===== src/rtl/tt_dec_pkg.sv =====
// Shared types, constants and the code-byte decode for the lab2 priority-code decoder.
package tt_dec_pkg;

  localparam int CODE_W = 8;
  localparam int OUT_W = 16;
  localparam int MAX_IDX = 14;
  localparam logic [CODE_W-1:0] CODE_NO_HIT = 8'hF0;

  typedef enum logic {
    CHANGING = 1'b0,
    SETTLED  = 1'b1
  } filt_state_e;

  // Index codes light the enable line plus one request line; F0 lights only enable.
  function automatic logic [OUT_W-1:0] decode(input logic [CODE_W-1:0] code);
    logic [OUT_W-1:0] res;
    res = '0;
    if (code <= CODE_W'(MAX_IDX)) begin
      res[OUT_W-1]    = 1'b1;
      res[code[3:0]]  = 1'b1;
    end else if (code == CODE_NO_HIT) begin
      res[OUT_W-1] = 1'b1;
    end
    return res;
  endfunction

endpackage


===== src/rtl/tt_dec_stable_filter.sv =====
// Two-flop resynchroniser plus stability filter; strobes accept_o on the edge a new code settles.
//
// state    | meaning
// CHANGING | candidate still accumulating identical samples
// SETTLED  | candidate held STABLE_CYCLES samples, count saturated
module tt_dec_stable_filter
  import tt_dec_pkg::*;
#(
  parameter int STABLE_CYCLES = 4
) (
  input  logic              clk,
  input  logic              rst_n,
  input  logic [CODE_W-1:0] code_i,
  output logic              accept_o,
  output logic [CODE_W-1:0] code_o
);

  localparam logic [3:0] STABLE_C = 4'(STABLE_CYCLES);

  logic [CODE_W-1:0] sync1_q, sync2_q;
  logic [CODE_W-1:0] cand_q, cand_d;
  logic [CODE_W-1:0] acc_q, acc_d;
  logic [3:0]        cnt_q, cnt_d;
  filt_state_e       state_q, state_d;
  logic              reach;

  always_ff @(posedge clk) begin
    if (!rst_n) begin
      sync1_q <= '0;
      sync2_q <= '0;
      cand_q  <= 8'hFF;
      acc_q   <= 8'hFF;
      cnt_q   <= '0;
      state_q <= CHANGING;
    end else begin
      sync1_q <= code_i;
      sync2_q <= sync1_q;
      cand_q  <= cand_d;
      acc_q   <= acc_d;
      cnt_q   <= cnt_d;
      state_q <= state_d;
    end
  end

  always_comb begin
    state_d  = state_q;
    cand_d   = cand_q;
    cnt_d    = cnt_q;
    acc_d    = acc_q;
    reach    = 1'b0;
    accept_o = 1'b0;
    if (sync2_q != cand_q) begin
      cand_d  = sync2_q;
      cnt_d   = 4'd1;
      state_d = CHANGING;
      reach   = (STABLE_C == 4'd1);
    end else if (state_q == CHANGING) begin
      cnt_d = cnt_q + 4'd1;
      reach = (cnt_d == STABLE_C);
    end
    // Reaching the threshold only produces a strobe when the code actually differs.
    if (reach) begin
      state_d = SETTLED;
      if (cand_d != acc_q) begin
        acc_d    = cand_d;
        accept_o = 1'b1;
      end
    end
  end

  assign code_o = cand_d;

endmodule


===== src/rtl/tt_um_lab2digitallogicq2_dec.sv =====
// Registered 4-to-16 priority-code decoder for the far end of the lab2 encoder link.
// Optional macro TT_DEC_PULSE_EN: request lines pulse for PULSE_CYCLES after each acceptance.
module tt_um_lab2digitallogicq2_dec
  import tt_dec_pkg::*;
#(
  parameter int STABLE_CYCLES = 4,
  parameter int PULSE_CYCLES  = 3
) (
  input  logic       clk,
  input  logic       rst_n,
  input  logic       ena,
  input  logic [7:0] ui_in,
  output logic [7:0] uo_out,
  input  logic [7:0] uio_in,
  output logic [7:0] uio_out,
  output logic [7:0] uio_oe
);

  logic              accept;
  logic [CODE_W-1:0] acc_code;
  logic [OUT_W-1:0]  out_q, out_d;
  logic              unused_ok;

  tt_dec_stable_filter #(
    .STABLE_CYCLES(STABLE_CYCLES)
  ) u_filter (
    .clk     (clk),
    .rst_n   (rst_n),
    .code_i  (ui_in),
    .accept_o(accept),
    .code_o  (acc_code)
  );

`ifdef TT_DEC_PULSE_EN
  logic [7:0] pcnt_q, pcnt_d;

  always_ff @(posedge clk) begin
    if (!rst_n) begin
      out_q  <= '0;
      pcnt_q <= '0;
    end else begin
      out_q  <= out_d;
      pcnt_q <= pcnt_d;
    end
  end

  // A new acceptance restarts the pulse on the new line; enable line stays static.
  always_comb begin
    out_d  = out_q;
    pcnt_d = pcnt_q;
    if (accept) begin
      out_d  = decode(acc_code);
      pcnt_d = 8'(PULSE_CYCLES);
    end else if (pcnt_q != 8'd0) begin
      pcnt_d = pcnt_q - 8'd1;
      if (pcnt_q == 8'd1) out_d[OUT_W-2:0] = '0;
    end
  end
`else
  always_ff @(posedge clk) begin
    if (!rst_n) out_q <= '0;
    else        out_q <= out_d;
  end

  always_comb begin
    out_d = out_q;
    if (accept) out_d = decode(acc_code);
  end
`endif

  assign uo_out    = out_q[15:8];
  assign uio_out   = out_q[7:0];
  assign uio_oe    = 8'hFF;
  assign unused_ok = ^{ena, uio_in};

endmodule

===== config.mk =====
export PLATFORM = sky130hd
export DESIGN_NAME = tt_um_lab2digitallogicq2_dec
export DESIGN_NICKNAME = d
export VERILOG_FILES = /design/src/rtl/tt_dec_pkg.sv /design/src/rtl/tt_dec_stable_filter.sv /design/src/rtl/tt_um_lab2digitallogicq2_dec.sv
export SDC_FILE = /design/constraint.sdc
export NUM_CORES = 1
export LEC_CHECK = 0
export BUFFER_PORTS_ARGS = -buffer_cell sky130_fd_sc_hd__buf_2
export CAP_MARGIN = 20
export CELL_PAD_IN_SITES_DETAIL_PLACEMENT = 1
export CELL_PAD_IN_SITES_GLOBAL_PLACEMENT = 1
export CORE_ASPECT_RATIO = 0.75
export CORE_MARGIN = 2
export CORE_UTILIZATION = 39
export CTS_BUF_LIST = sky130_fd_sc_hd__clkbuf_4
export CTS_CLUSTER_DIAMETER = 30
export CTS_CLUSTER_SIZE = 30
export DETAILED_ROUTE_END_ITERATION = 12
export GPL_TIMING_DRIVEN = 0
export PLACE_DENSITY_LB_ADDON = 0.1
export SLEW_MARGIN = 20
export SYNTH_ARGS = -nofsm -noshare
export SYNTH_HDL_FRONTEND = slang
export SYNTH_SLANG_ARGS = --single-unit

===== constraint.sdc =====
create_clock -name clk -period 2 [get_ports clk]
set_input_delay 0.5 -clock clk [delete_from_list [all_inputs] [get_ports clk]]
set_output_delay 0.5 -clock clk [all_outputs]
set_load 0.03 [all_outputs]

### Yosys cells after proc, flatten, opt, wreduce, memory -nomap -nowiden

Cells that the tools add are included.

* add/sub/neg operators: 1
* bitwise logic cells: 1
* multiplexer cells: 14
* order comparisons: 3
* equal/unequal tests: 5
* reduce and logical (&&, ||, !) cells: 4

Operator list (count)
* 8-bit != test: 2
* 15-bit 2-to-1 mux: 1
* 1-bit 2-to-1 mux: 11
* 8-bit == test (second input constant): 1
* 8-bit by 4-bit <= comparator with 1-bit output (second input constant): 1
* 8-bit 2-to-1 mux: 1
* 4-bit by 5-bit less-than comparator with 1-bit output (second input constant): 1
* 4-bit by 1-bit adder with 4-bit output (second input constant): 1
* 1-bit demux with 4-bit select: 1
* 4-bit by 3-bit == test with 1-bit output (second input constant): 1
* 4-bit by 1-bit >= comparator with 1-bit output (second input constant): 1
* 2-bit != test (second input constant): 1
* 2-bit AND reduction: 1
* 2-bit nonzero test: 1
* 2-bit OR reduction: 1
* 1-bit logical AND: 1
* 1-bit NOT: 1

* logic and storage cells: 36
* output and inout bits: 24
* register bits after elaboration: 53

### Depth between registers and ports, before layout

* depth in word-level cells: 7
* mapped depth: 7
* gate-level depth less buffers: 6

### Modules after synthesis

From an unflattened synthesis, not the netlist that was laid out.

* cell total of the unflattened synthesis: 220
* area total of the unflattened synthesis: 2232.1 µm²

Modules (own cells, without submodules)
* tt_dec_stable_filter: times used 1, cells an instance 130, area an instance 1426.4 µm²
* tt_um_lab2digitallogicq2_dec: times used 1, cells an instance 90, area an instance 805.8 µm²

### Least setup slack after synthesis

No wires, ideal clock.

* path kind: flip-flop to flip-flop
* from: reg u_filter.sync2_q[3]
* to: reg u_filter.acc_q[3]
* path slack: 88 ps
* data required time: 1877 ps
* path buffers: 2
* stages on the path, launching flop included: 8
* arrival: 1789 ps
* path through: dfxtp_1 > buf_2 > xor2_1 > nor4_2 > nand3_2 > a21oi_4 > buf_6 > mux2_1

* longest elaborated chain between the ends: 4
* elaborated cells on any way between the ends: 5
* those cells by class: eq/ne: 2; mux: 2; reduce/logical: 1

Ends and longest elaborated chain
* start, declared: RTL line tt_dec_stable_filter.sv:20 `logic [CODE_W-1:0] sync1_q, sync2_q;`
* start signal, assigned: RTL line tt_dec_stable_filter.sv:37 `sync2_q <= sync1_q;`
* 8-bit != test: RTL line tt_dec_stable_filter.sv:52 `if (sync2_q != cand_q) begin`
* 8-bit 2-to-1 mux: RTL line tt_dec_stable_filter.sv:52
* 8-bit != test: RTL line tt_dec_stable_filter.sv:64 `if (cand_d != acc_q) begin`
* 2-bit AND reduction (no source line)
* end signal, assigned: RTL line tt_dec_stable_filter.sv:32 `acc_q <= 8'hFF;`
* end signal, assigned: RTL line tt_dec_stable_filter.sv:39 `acc_q <= acc_d;`
* end, declared: RTL line tt_dec_stable_filter.sv:22 `logic [CODE_W-1:0] acc_q, acc_d;`

Parallel ways exist; a longest one is shown, timed or not.
A chain may end at the register's enable or synchronous reset.

### Worst setup path in the final report

* from: reg u_filter.cnt_q[0]
* to: reg u_filter.acc_q[4]

* longest elaborated chain between the ends: 5

Ends and longest elaborated chain
* start, declared: RTL line tt_dec_stable_filter.sv:23 `logic [3:0] cnt_q, cnt_d;`
* start signal, assigned: RTL line tt_dec_stable_filter.sv:40 `cnt_q <= cnt_d;`
* 4-bit by 1-bit adder with 4-bit output: RTL line tt_dec_stable_filter.sv:58 `cnt_d = cnt_q + 4'd1;`
* 4-bit by 3-bit == test with 1-bit output: RTL line tt_dec_stable_filter.sv:59 `reach = (cnt_d == STABLE_C);`
* 1-bit 2-to-1 mux: RTL line tt_dec_stable_filter.sv:57 `end else if (state_q == CHANGING) begin`
* 1-bit 2-to-1 mux: RTL line tt_dec_stable_filter.sv:52
* 2-bit AND reduction (no source line)

No other way between the ends.

==> flow_metrics.tcl <==
set metrics [dict create \
    wirelength_um 4750 \
    min_path_type "primary input to flip-flop" \
    rows 23 \
    rsz0062_at_grt "no" \
    h-tree-depth 2 \
    tns_ns 0 \
    status "complete, no violations" \
    first_global_vias 1573 \
    port_buffers 25 \
    die_width_um 90.9 \
    whs_endpoint "u_filter.sync1_q[3]" \
    async_reset_ff_frac 0 \
    skew_ns 0.0140 \
    hpwl_um 3300 \
    grt_pass1_wl_um 7650 \
    synth_area_per_cell_um2 10.0 \
    cap_violations 0 \
    n_fill_cell 637 \
    p_leak_nw 1.04 \
    critPathMaxFanout 10 \
    critPathLaunchType "flip-flop" \
    overflow 0 \
    grt_use_total 0.154 \
    start_util 0.408 \
    seq_area_frac_synth 0.480 \
    cp.arrival_ns 2.19 \
    rrSetupSlack_ns 0.09 \
    post-route-period-util 0.956 \
    first_pass_iters 3 \
    ys_types 32 \
    ys_seq_elements 53 \
    slew_violations 0 \
    path_class "flip-flop to flip-flop" \
    rr_worst_depth 7 \
    ios 43 \
    min_delay_path_depth 2 \
    synthesis.area_um2 2210 \
    drc 0 \
    use_met3 0.0413 \
    synth_ff_type "dfxtp_1" \
    root_buffer "clkbuf_4" \
    reg2reg_to "u_filter.acc_q[4]" \
    viasPerCell 4.57 \
    grt_use_met1 0.209 \
    syn2layout_area_growth_pct 19.1 \
    power_mw 1.73 \
    endpoint_kind "flip-flop" \
    synth_edf_count 0 \
    dieArea_um2 6290 \
    core_um2 5410 \
    place_congestion 0.740 \
    layout-drive-gt1-share 0.259 \
    max-vdd-ir-drop_mv 0.283 \
    worstReg2RegStart "u_filter.cnt_q[0]" \
    antenna_cells 0 \
    holdWs_ns 0.329 \
    synthCells 220 \
    clk_latency_ns 0.37 \
    fmax_mhz 523 \
    cellPowerDensity_nw_per_um2 657 \
    antenna_found_initial 0 \
    nNetsFinal 290 \
    vias 1575 \
    grt_max_degree 18 \
    top_usage_layer "met2" \
    period_needed_ns 1.91 \
    cts.path.max_buffers 2 \
    tightest_slew_ns 0.516 \
    grtUsageMet2 0.240 \
    yosysWarnings 0 \
    clkTransAtPathRegs_ns 0.15 \
    ant_nets 0 \
    worstHoldStart "ui_in[3]" \
    finalHoldViolCount 0 \
    detail_route.wl_per_cell_um 13.8 \
    die-height_um 69.2 \
    cts_buffers 5 \
    crit_required_ns 2.27 \
    setup_violations 0 \
    cts_tree "done" \
    slew_headroom 0.653 \
    cts_sinks 53 \
    drt_iter0_drc 46 \
]
-- routing by layer --
| layer | vias to the layer above | share of wire |
|---|---|---|
| li1 | 792 | - |
| met1 | 755 | 0.51 |
| met2 | 24 | 0.44 |
| met3 | 4 | 0.035 |
| met4 | 0 | 0.011 |
| met5 | - | 0 |
-- worst max path at each step --
stage,to,slack (ns),depth (start not counted),start
5_1_grt,u_filter.acc_q[4],0.02,6,u_filter.sync2_q[4]
3_3_place_gp,u_filter.acc_q[5],-0.17,7,u_filter.sync2_q[0]
3_5_place_dp,u_filter.acc_q[4],-0.21,7,u_filter.sync2_q[0]
6_report,u_filter.acc_q[4],0.09,7,u_filter.cnt_q[0]
4_1_cts,u_filter.acc_q[4],0.005,6,u_filter.cnt_q[2]
2_1_floorplan,u_filter.acc_q[3],0.09,7,u_filter.sync2_q[3]
-- Yosys cell counts (2+ instances only) --
cell	instances	area, um2
ha_1	2	25.0
and3_1	3	18.8
nor4_1	3	18.8
buf_4	8	60.1
buf_2	3	15.0
nand2_1	35	131
xnor2_1	3	26.3
clkbuf_1	5	18.8
nor4_2	2	25.0
mux2_1	8	90.1
xor2_1	17	149
nand3_1	3	15.0
dfxtp_1	53	1060
mux2i_1	17	170
nor2_1	9	33.8
inv_1	3	11.3
nand2b_1	15	93.8
and2_1	16	100
buf_6	2	22.5
-- final cells by class --
cell class	count	area, um2	area share
buffer	17	129	0.0490
clock buffer	5	37.5	0.0143
clock inverter	3	21.3	0.00808
inverter	3	11.3	0.00428
multi-input combinational	153	1060	0.401
sequential	53	1070	0.407
tap	75	93.8	0.0356
timing repair buffer	36	211	0.0803
-- layout by cell type, fill, tap and decap left out, types with 2 or more instances in the layout --
| cell | count |
|---|---|
| xor2_1 | 17 |
| conb_1 | 8 |
| buf_2 | 27 |
| nand3_1 | 3 |
| inv_1 | 3 |
| buf_12 | 2 |
| nor4_2 | 3 |
| mux2_1 | 8 |
| dfxtp_2 | 6 |
| buf_4 | 18 |
| nor4_1 | 2 |
| nor2_1 | 9 |
| clkbuf_4 | 5 |
| dfxtp_1 | 46 |
| nand2_1 | 35 |
| mux2i_1 | 17 |
| clkbuf_1 | 5 |
| and3_1 | 3 |
| xnor2_1 | 3 |
| nand2b_1 | 15 |
| and2_1 | 16 |
-- logic make-up (layout without fill, tap and decap cells) --
kind of cell    count (synthesis)  count (layout)  synth area share
buf+inv                        21              64            0.0578
mux                            25              25             0.118
simple gates                   92              92             0.219
flops                          53              53             0.480
xor+xnor                       20              20            0.0793
other cells                     1               8           0.00170
compound gates                  6               6            0.0328
fa+ha+maj                       2               2            0.0113
-- flip-flops by register name, summed over array words and instances (netlist names) --
signal,count
out_q,16
u_filter.acc_q,8
u_filter.cand_q,8
u_filter.sync1_q,8
u_filter.sync2_q,8
u_filter.cnt_q,4
u_filter.state_q,1
-- what timing repair did --
item / in CTS / in global routing
pin swaps: 2 / 1
hold buffers: 0 / 0
hold endpoints to repair: 0 / 0
buffers inserted: 3 / 8
setup endpoints to repair: 24 / 18
resized for setup: 2 / 13
-- critical path, stage by stage (launching register included) --
cell and delay [ns]:
dfxtp_4 0.40, ha_2 0.19, xnor2_1 0.15, a2111oi_4 0.25, nand3_2 0.13, a21oi_4 0.20
buf_12 0.16, mux2_1 0.32
-- through the flow --
step	cell area (um2)	utilization	setup WS [ns]	std cells
after floorplan	2240	-	0.0875	227
after global placement	2450	0.454	-0.174	327
after detailed placement	2450	0.454	-0.209	327
after CTS	2540	0.469	0.00499	338
after global routing	2630	0.487	0.0193	345
final	2630	0.487	0.0890	345
-- power by group --
part           total [mW]  internal (mW)  switching (mW)
registers            1.10           1.08          0.0194
logic               0.136         0.0530          0.0829
clock network       0.491          0.141           0.350
total                1.73           1.28           0.452
Power figures use the tool's default switching activity.
